===== src/rtl/regfile_wb_arbiter_if.sv =====
// Writeback request bus between the two requesters and the register-file write-port arbiter.
// The arbiter sits on the slave side; the requesters and register file sit on the master side.
interface regfile_wb_arbiter_if #(
  parameter int ADDR_W = 5,
  parameter int DATA_W = 32
);
  logic              req0_valid;
  logic [ADDR_W-1:0] req0_addr;
  logic [DATA_W-1:0] req0_data;
  logic              req0_ready;
  logic              req1_valid;
  logic [ADDR_W-1:0] req1_addr;
  logic [DATA_W-1:0] req1_data;
  logic              req1_ready;
  logic              we;
  logic [ADDR_W-1:0] waddr;
  logic [DATA_W-1:0] wdata;
  logic [3:0]        starve_cnt;

  modport master (
    output req0_valid, req0_addr, req0_data,
    output req1_valid, req1_addr, req1_data,
    input  req0_ready, req1_ready,
    input  we, waddr, wdata, starve_cnt
  );

  modport slave (
    input  req0_valid, req0_addr, req0_data,
    input  req1_valid, req1_addr, req1_data,
    output req0_ready, req1_ready,
    output we, waddr, wdata, starve_cnt
  );
endinterface


===== src/rtl/regfile_wb_arbiter.sv =====
// Single write-port arbiter for the register file: port 0 (pipeline) has fixed priority,
// port 1 (long-latency unit) is force-granted after STARVE_MAX consecutive denied cycles.
module regfile_wb_arbiter #(
  parameter int ADDR_W     = 5,
  parameter int DATA_W     = 32,
  parameter int STARVE_MAX = 3
) (
  input logic                 clk,
  input logic                 rst,
  input logic                 i_rdy,
  regfile_wb_arbiter_if.slave bus
);
  logic              w_force1;
  logic              w_gnt0;
  logic              w_gnt1;
  logic [ADDR_W-1:0] w_addr;
  logic [DATA_W-1:0] w_data;

  logic              r_we;
  logic [ADDR_W-1:0] r_waddr;
  logic [DATA_W-1:0] r_wdata;
  logic [3:0]        r_starve_cnt;

  assign w_force1 = (r_starve_cnt >= 4'(STARVE_MAX));

  always_comb begin
    w_gnt0 = 1'b0;
    w_gnt1 = 1'b0;
    if (rst && i_rdy) begin
      if (w_force1 && bus.req1_valid) begin
        w_gnt1 = 1'b1;
      end else if (bus.req0_valid) begin
        w_gnt0 = 1'b1;
      end else if (bus.req1_valid) begin
        w_gnt1 = 1'b1;
      end
    end
  end

  assign w_addr = w_gnt1 ? bus.req1_addr : bus.req0_addr;
  assign w_data = w_gnt1 ? bus.req1_data : bus.req0_data;

  // x0 writes are consumed but never raise we; waddr/wdata hold when idle.
  always_ff @(posedge clk) begin
    if (!rst) begin
      r_we         <= 1'b0;
      r_waddr      <= '0;
      r_wdata      <= '0;
      r_starve_cnt <= '0;
    end else if (i_rdy) begin
      if (w_gnt0 || w_gnt1) begin
        r_we    <= (w_addr != '0);
        r_waddr <= w_addr;
        r_wdata <= w_data;
      end else begin
        r_we <= 1'b0;
      end
      if (w_gnt1 || !bus.req1_valid) begin
        r_starve_cnt <= '0;
      end else if (r_starve_cnt != 4'hF) begin
        r_starve_cnt <= r_starve_cnt + 4'd1;
      end
    end
  end

  assign bus.req0_ready = w_gnt0;
  assign bus.req1_ready = w_gnt1;
  assign bus.we         = r_we;
  assign bus.waddr      = r_waddr;
  assign bus.wdata      = r_wdata;
  assign bus.starve_cnt = r_starve_cnt;
endmodule


===== src/flat_wrapper.sv =====
// flat-port wrapper written by rule: the top's interface ports become plain ports
module regfile_wb_arbiter_flat 
#(
  parameter int ADDR_W     = 5,
  parameter int DATA_W     = 32,
  parameter int STARVE_MAX = 3
)
  (clk, rst, i_rdy, bus_req0_valid, bus_req0_addr, bus_req0_data, bus_req1_valid, bus_req1_addr, bus_req1_data, bus_req0_ready, bus_req1_ready, bus_we, bus_waddr, bus_wdata, bus_starve_cnt);
  regfile_wb_arbiter_if #(.ADDR_W(ADDR_W), .DATA_W(DATA_W)) bus_i ();
  input logic clk;
  input logic rst;
  input logic i_rdy;
  input wire logic [$bits(bus_i.req0_valid)-1:0] bus_req0_valid;
  input wire logic [$bits(bus_i.req0_addr)-1:0] bus_req0_addr;
  input wire logic [$bits(bus_i.req0_data)-1:0] bus_req0_data;
  input wire logic [$bits(bus_i.req1_valid)-1:0] bus_req1_valid;
  input wire logic [$bits(bus_i.req1_addr)-1:0] bus_req1_addr;
  input wire logic [$bits(bus_i.req1_data)-1:0] bus_req1_data;
  output wire logic [$bits(bus_i.req0_ready)-1:0] bus_req0_ready;
  output wire logic [$bits(bus_i.req1_ready)-1:0] bus_req1_ready;
  output wire logic [$bits(bus_i.we)-1:0] bus_we;
  output wire logic [$bits(bus_i.waddr)-1:0] bus_waddr;
  output wire logic [$bits(bus_i.wdata)-1:0] bus_wdata;
  output wire logic [$bits(bus_i.starve_cnt)-1:0] bus_starve_cnt;
  assign bus_i.req0_valid = bus_req0_valid;
  assign bus_i.req0_addr = bus_req0_addr;
  assign bus_i.req0_data = bus_req0_data;
  assign bus_i.req1_valid = bus_req1_valid;
  assign bus_i.req1_addr = bus_req1_addr;
  assign bus_i.req1_data = bus_req1_data;
  assign bus_req0_ready = bus_i.req0_ready;
  assign bus_req1_ready = bus_i.req1_ready;
  assign bus_we = bus_i.we;
  assign bus_waddr = bus_i.waddr;
  assign bus_wdata = bus_i.wdata;
  assign bus_starve_cnt = bus_i.starve_cnt;
  regfile_wb_arbiter #(.ADDR_W(ADDR_W), .DATA_W(DATA_W), .STARVE_MAX(STARVE_MAX)) u_core (.clk(clk), .rst(rst), .i_rdy(i_rdy), .bus(bus_i));
endmodule

===== config.mk =====
export PLATFORM = sky130hd
export DESIGN_NAME = regfile_wb_arbiter_flat
export DESIGN_NICKNAME = d
export VERILOG_FILES = /design/src/rtl/regfile_wb_arbiter_if.sv /design/src/rtl/regfile_wb_arbiter.sv /design/src/flat_wrapper.sv
export SDC_FILE = /design/constraint.sdc
export NUM_CORES = 1
export LEC_CHECK = 0
export ABC_CLOCK_PERIOD_IN_PS = 2100
export CORE_ASPECT_RATIO = 0.9
export CORE_MARGIN = 1
export CORE_UTILIZATION = 37
export DETAILED_ROUTE_END_ITERATION = 7
export GPL_TIMING_DRIVEN = 0
export PLACE_DENSITY = 0.77
export SETUP_SLACK_MARGIN = 0.4
export SLEW_MARGIN = 20
export SYNTH_ARGS = -nofsm -noshare
export SYNTH_HDL_FRONTEND = slang
export SYNTH_SLANG_ARGS = --single-unit

===== constraint.sdc =====
create_clock -name clk -period 2.1 [get_ports clk]
set_input_delay 0.42 -clock clk [delete_from_list [all_inputs] [get_ports clk]]
set_output_delay 0.42 -clock clk [all_outputs]
set_load 0.05 [all_outputs]

==> run_results.csv, run 1 <==
group,metric,value,unit
synth,synth_top_cells_by_area,"dfxtp_1 (41%), o21ai_0 (18%), a31oi_1 (12%), nand3_1 (7.4%), nand3_2 (4.4%)",
worst_setup_path,end_kind,"output pin",
synth,synth_cells,250,
timing,finalSetupViolCount,2,
power_and_ir_drop,power_density,576,nW/µm²
die,fp.dieW,80.2,µm
synth,ys_seq_area_share,41.3,%
power_and_ir_drop,clkPwrFrac,25.7,%
worst_setup_path,cp.required,1680,ps
timing,rsz0062_at_grt,"yes",
synth,synth-edff-count,0,
clock_network,max-clock-path-buffers,2,
power_and_ir_drop,p_leak,1.49,nW
die,die_h,72.4,µm
drt,drt-total-wl,7.90,mm
final_layout,final_cell_mix,"clkdlybuf4s50_1 (75), o21ai_0 (45), dlygate4sd2_1 (42), a31oi_1 (38), dfxtp_1 (38)",
global_route,antenna_found_initial,0,
synth,avgSynthCellArea,8.15,µm²
job,drv_cap,0,
worst_setup_path,crit_path_top_delay_cell,"or4b_4",
die,floorplan.initialDensity,38.5,%
run_status,outcome,"finished with violations",
clock_network,cts_tree,"built",
timing,slew_viol_final,0,
clock_network,cts.sinks,42,
clock_network,htree_num_levels,2,
power_and_ir_drop,seqPwrFrac,40.6,%
power_and_ir_drop,combPwrFrac,33.8,%
timing,maxSlewHeadroom,46.4,%
final_layout,fin_area,3780,µm²
placement,dp_slack,-1070,ps
drt,first_pass_iters,4,
clock_network,hold_buffers,0,
timing,min_period_over_period,109,%
synth,ys_seq_elements,42,
timing,max_freq,438,MHz
drt,remaining_drc_errors,0,
global_route,grt_pass1_wl,11.4,mm
global_route,grt_max_degree,14,
worst_setup_path,crit_fanout,2,
placement,place_hpwl,4.98,mm
timing,worst_slew_pin_slew,803,ps
final_layout,n_antenna_cell,0,
die,row_count,25,
drt,drt_iter0_drc,129,
worst_setup_path,cp_top_family,"simple AND/OR/NAND/NOR gates",
drt,vias,2635,
synth,synth_warnings,0,
synth,synthFlopType,"dfxtp_1",
worst_setup_path,path_buf_inv,3,
final_layout,synthToLayoutAreaGrowth,85.7,%
run_status,violations,"negative setup slack",
power_and_ir_drop,internal_power,0.00142,W
drt,final_antenna_net_count,0,
die,die_area,5810,µm²
power_and_ir_drop,p_sw_share,34.7,%
clock_network,clkLatencyLatePin,300,ps
power_and_ir_drop,power_switching,0.000757,W
global_route,first_global_vias,2408,
die,num_io_pins,123,
timing,finalWorstSetupSlack,-183,ps
final_layout,nets,473,
synth,synth_top_area_share,41.3,%
synth,async_flop_share,0,%
timing,hold_violations,0,
worst_hold_path,hold_class,"reg -> reg",
worst_setup_path,crit_path_cell_trace,"ha_4 -> or4b_4 -> buf_8 -> buf_12 -> a21oi_4 -> buf_6",
placement,placed_area,3370,µm²
clock_network,cts_root_buffer,"clkbuf_8",
timing,fin_crit,2280,ps
clock_network,path_clk_slew,90,ps
timing,fin_worst_skew,11.3,ps
synth,syn_area,2040,µm²
placement,port_buffers,121,
die,fp.coreArea,5290,µm²
worst_setup_path,arrival,1860,ps
synth,yosysUniqueCellTypes,29,
synth,syn-num-nets,330,
worst_setup_path,critPathKind,"reg -> out",
clock_network,numCtsBuffers,5,
final_layout,layout_commonest_cell,"clkdlybuf4s50_1",
worst_setup_path,critPathMaxStageDelay,500,ps
placement,place_congestion,0.837,
global_route,grt_use_total,25.1,%
global_route,overflow,0,
drt,routedWlPerCell,17.1,µm
final_layout,drive_gt1_share,25.4,%
worst_setup_path,startpoint_type,"flop",
synth,yosysTopAreaCell,"dfxtp_1",
power_and_ir_drop,vdd_drop_max,0.341,mV
drt,viasPerCell,5.72,
-- flip-flops by register name (all words and copies together), names as in the netlist --
| name | count |
|---|---|
| u_core.bus.wdata | 32 |
| u_core.bus.starve_cnt | 4 |
| u_core.bus.we | 1 |
| u_core.bus.waddr | 5 |
-- final cells by class --
class / count / area (µm²)
Buffer: 29 / 235
Clock buffer: 6 / 82.6
Clock inverter: 2 / 11.3
Fill cell: 402 / 1500
Multi-Input combinational cell: 179 / 1210
Sequential cell: 42 / 851
Tap cell: 67 / 83.8
Timing Repair Buffer: 136 / 1310
-- metrics by stage --
stage / hold slack, ps / setup TNS [ps] / instances / total power (W) / utilization [%]
after floorplan: 567 / -29.9 / 250 / 0.00127 / -
after global placement: 487 / -6560 / 438 / 0.00159 / 63.8
after detailed placement: 491 / -7180 / 438 / 0.00159 / 63.8
after CTS: 518 / -198 / 454 / 0.00211 / 66.9
after global routing: 526 / -269 / 461 / 0.00225 / 71.6
final: 512 / -205 / 461 / 0.00218 / 71.6
-- power by group through the flow --
stage / logic [W] / registers [W] / clock network, W
3_3_place_gp: 0.000686 / 0.000902 / 0
4_1_cts: 0.000671 / 0.000883 / 0.000561
3_5_place_dp: 0.000687 / 0.000903 / 0
5_1_grt: 0.000775 / 0.000890 / 0.000587
6_report: 0.000735 / 0.000884 / 0.000559
2_1_floorplan: 0.000165 / 0.00111 / 0
-- final timing paths --
kind                                          startpoint             endpoint  slack (ps)  cells past startpoint
worst max-delay path            u_core.bus.starve_cnt[0]       bus_req0_ready        -180                      6
worst min-delay path                       u_core.bus.we        u_core.bus.we         510                      1
worst max register to register  u_core.bus.starve_cnt[0]  u_core.bus.wdata[6]         290                      9
worst min register to register             u_core.bus.we        u_core.bus.we         510                      1
-- kinds of logic (layout without fill, tap and decap cells) --
family | after synthesis | count (layout) | synth area share (%)
buf+inv | 29 | 173 | 6.76
fa+ha+maj | 1 | 1 | 0.614
flops | 42 | 42 | 41.3
compound gates | 121 | 121 | 33.4
simple gates | 57 | 57 | 17.9
-- worst reg2reg max path, stage by stage (launching register included) --
cell and delay, ps:
dfxtp_4 370, ha_4 160, buf_4 130, buf_6 120
nor4b_4 300, buf_6 200, buf_6 110, buf_6 120
o21ai_2 50, a31oi_1 200
-- synth_stat cells (2+ instances only) --
| cell type | n |
|---|---|
| dfxtp_1 | 42 |
| nand2b_1 | 2 |
| clkbuf_1 | 17 |
| nand3_2 | 9 |
| buf_6 | 2 |
| a31oi_1 | 38 |
| o21ai_0 | 74 |
| a21boi_0 | 2 |
| nor3b_1 | 2 |
| buf_2 | 8 |
| nand3_1 | 30 |
| nor3_1 | 2 |
| nor2_1 | 5 |
| a32o_1 | 2 |
-- layer usage --
| metal | GRT usage, % | up-vias | wire (µm) |
|---|---|---|---|
| li1 | - | 1247 | - |
| met1 | 32.9 | 1254 | 3370 |
| met2 | 41.5 | 117 | 3880 |
| met3 | 4.53 | 17 | 496 |
| met4 | 8.33 | 0 | 147 |
| met5 | 0 | - | 0 |
-- timing repair --
| item | in CTS | in global routing |
|---|---|---|
| setup endpoints to repair | 82 | 39 |
| resized for setup | 87 | 100 |
| setup buffers | 8 | 4 |
| cloned | 0 | 3 |
| pin swaps | 3 | 57 |
Power figures use the tool's default switching activity.
==> run 2, diff against run 1 <==
SLEW_MARGIN = 10   (was 20)
==> results of run 2 <==
The final DEF is identical to that of run 1; final timing and power are the same.
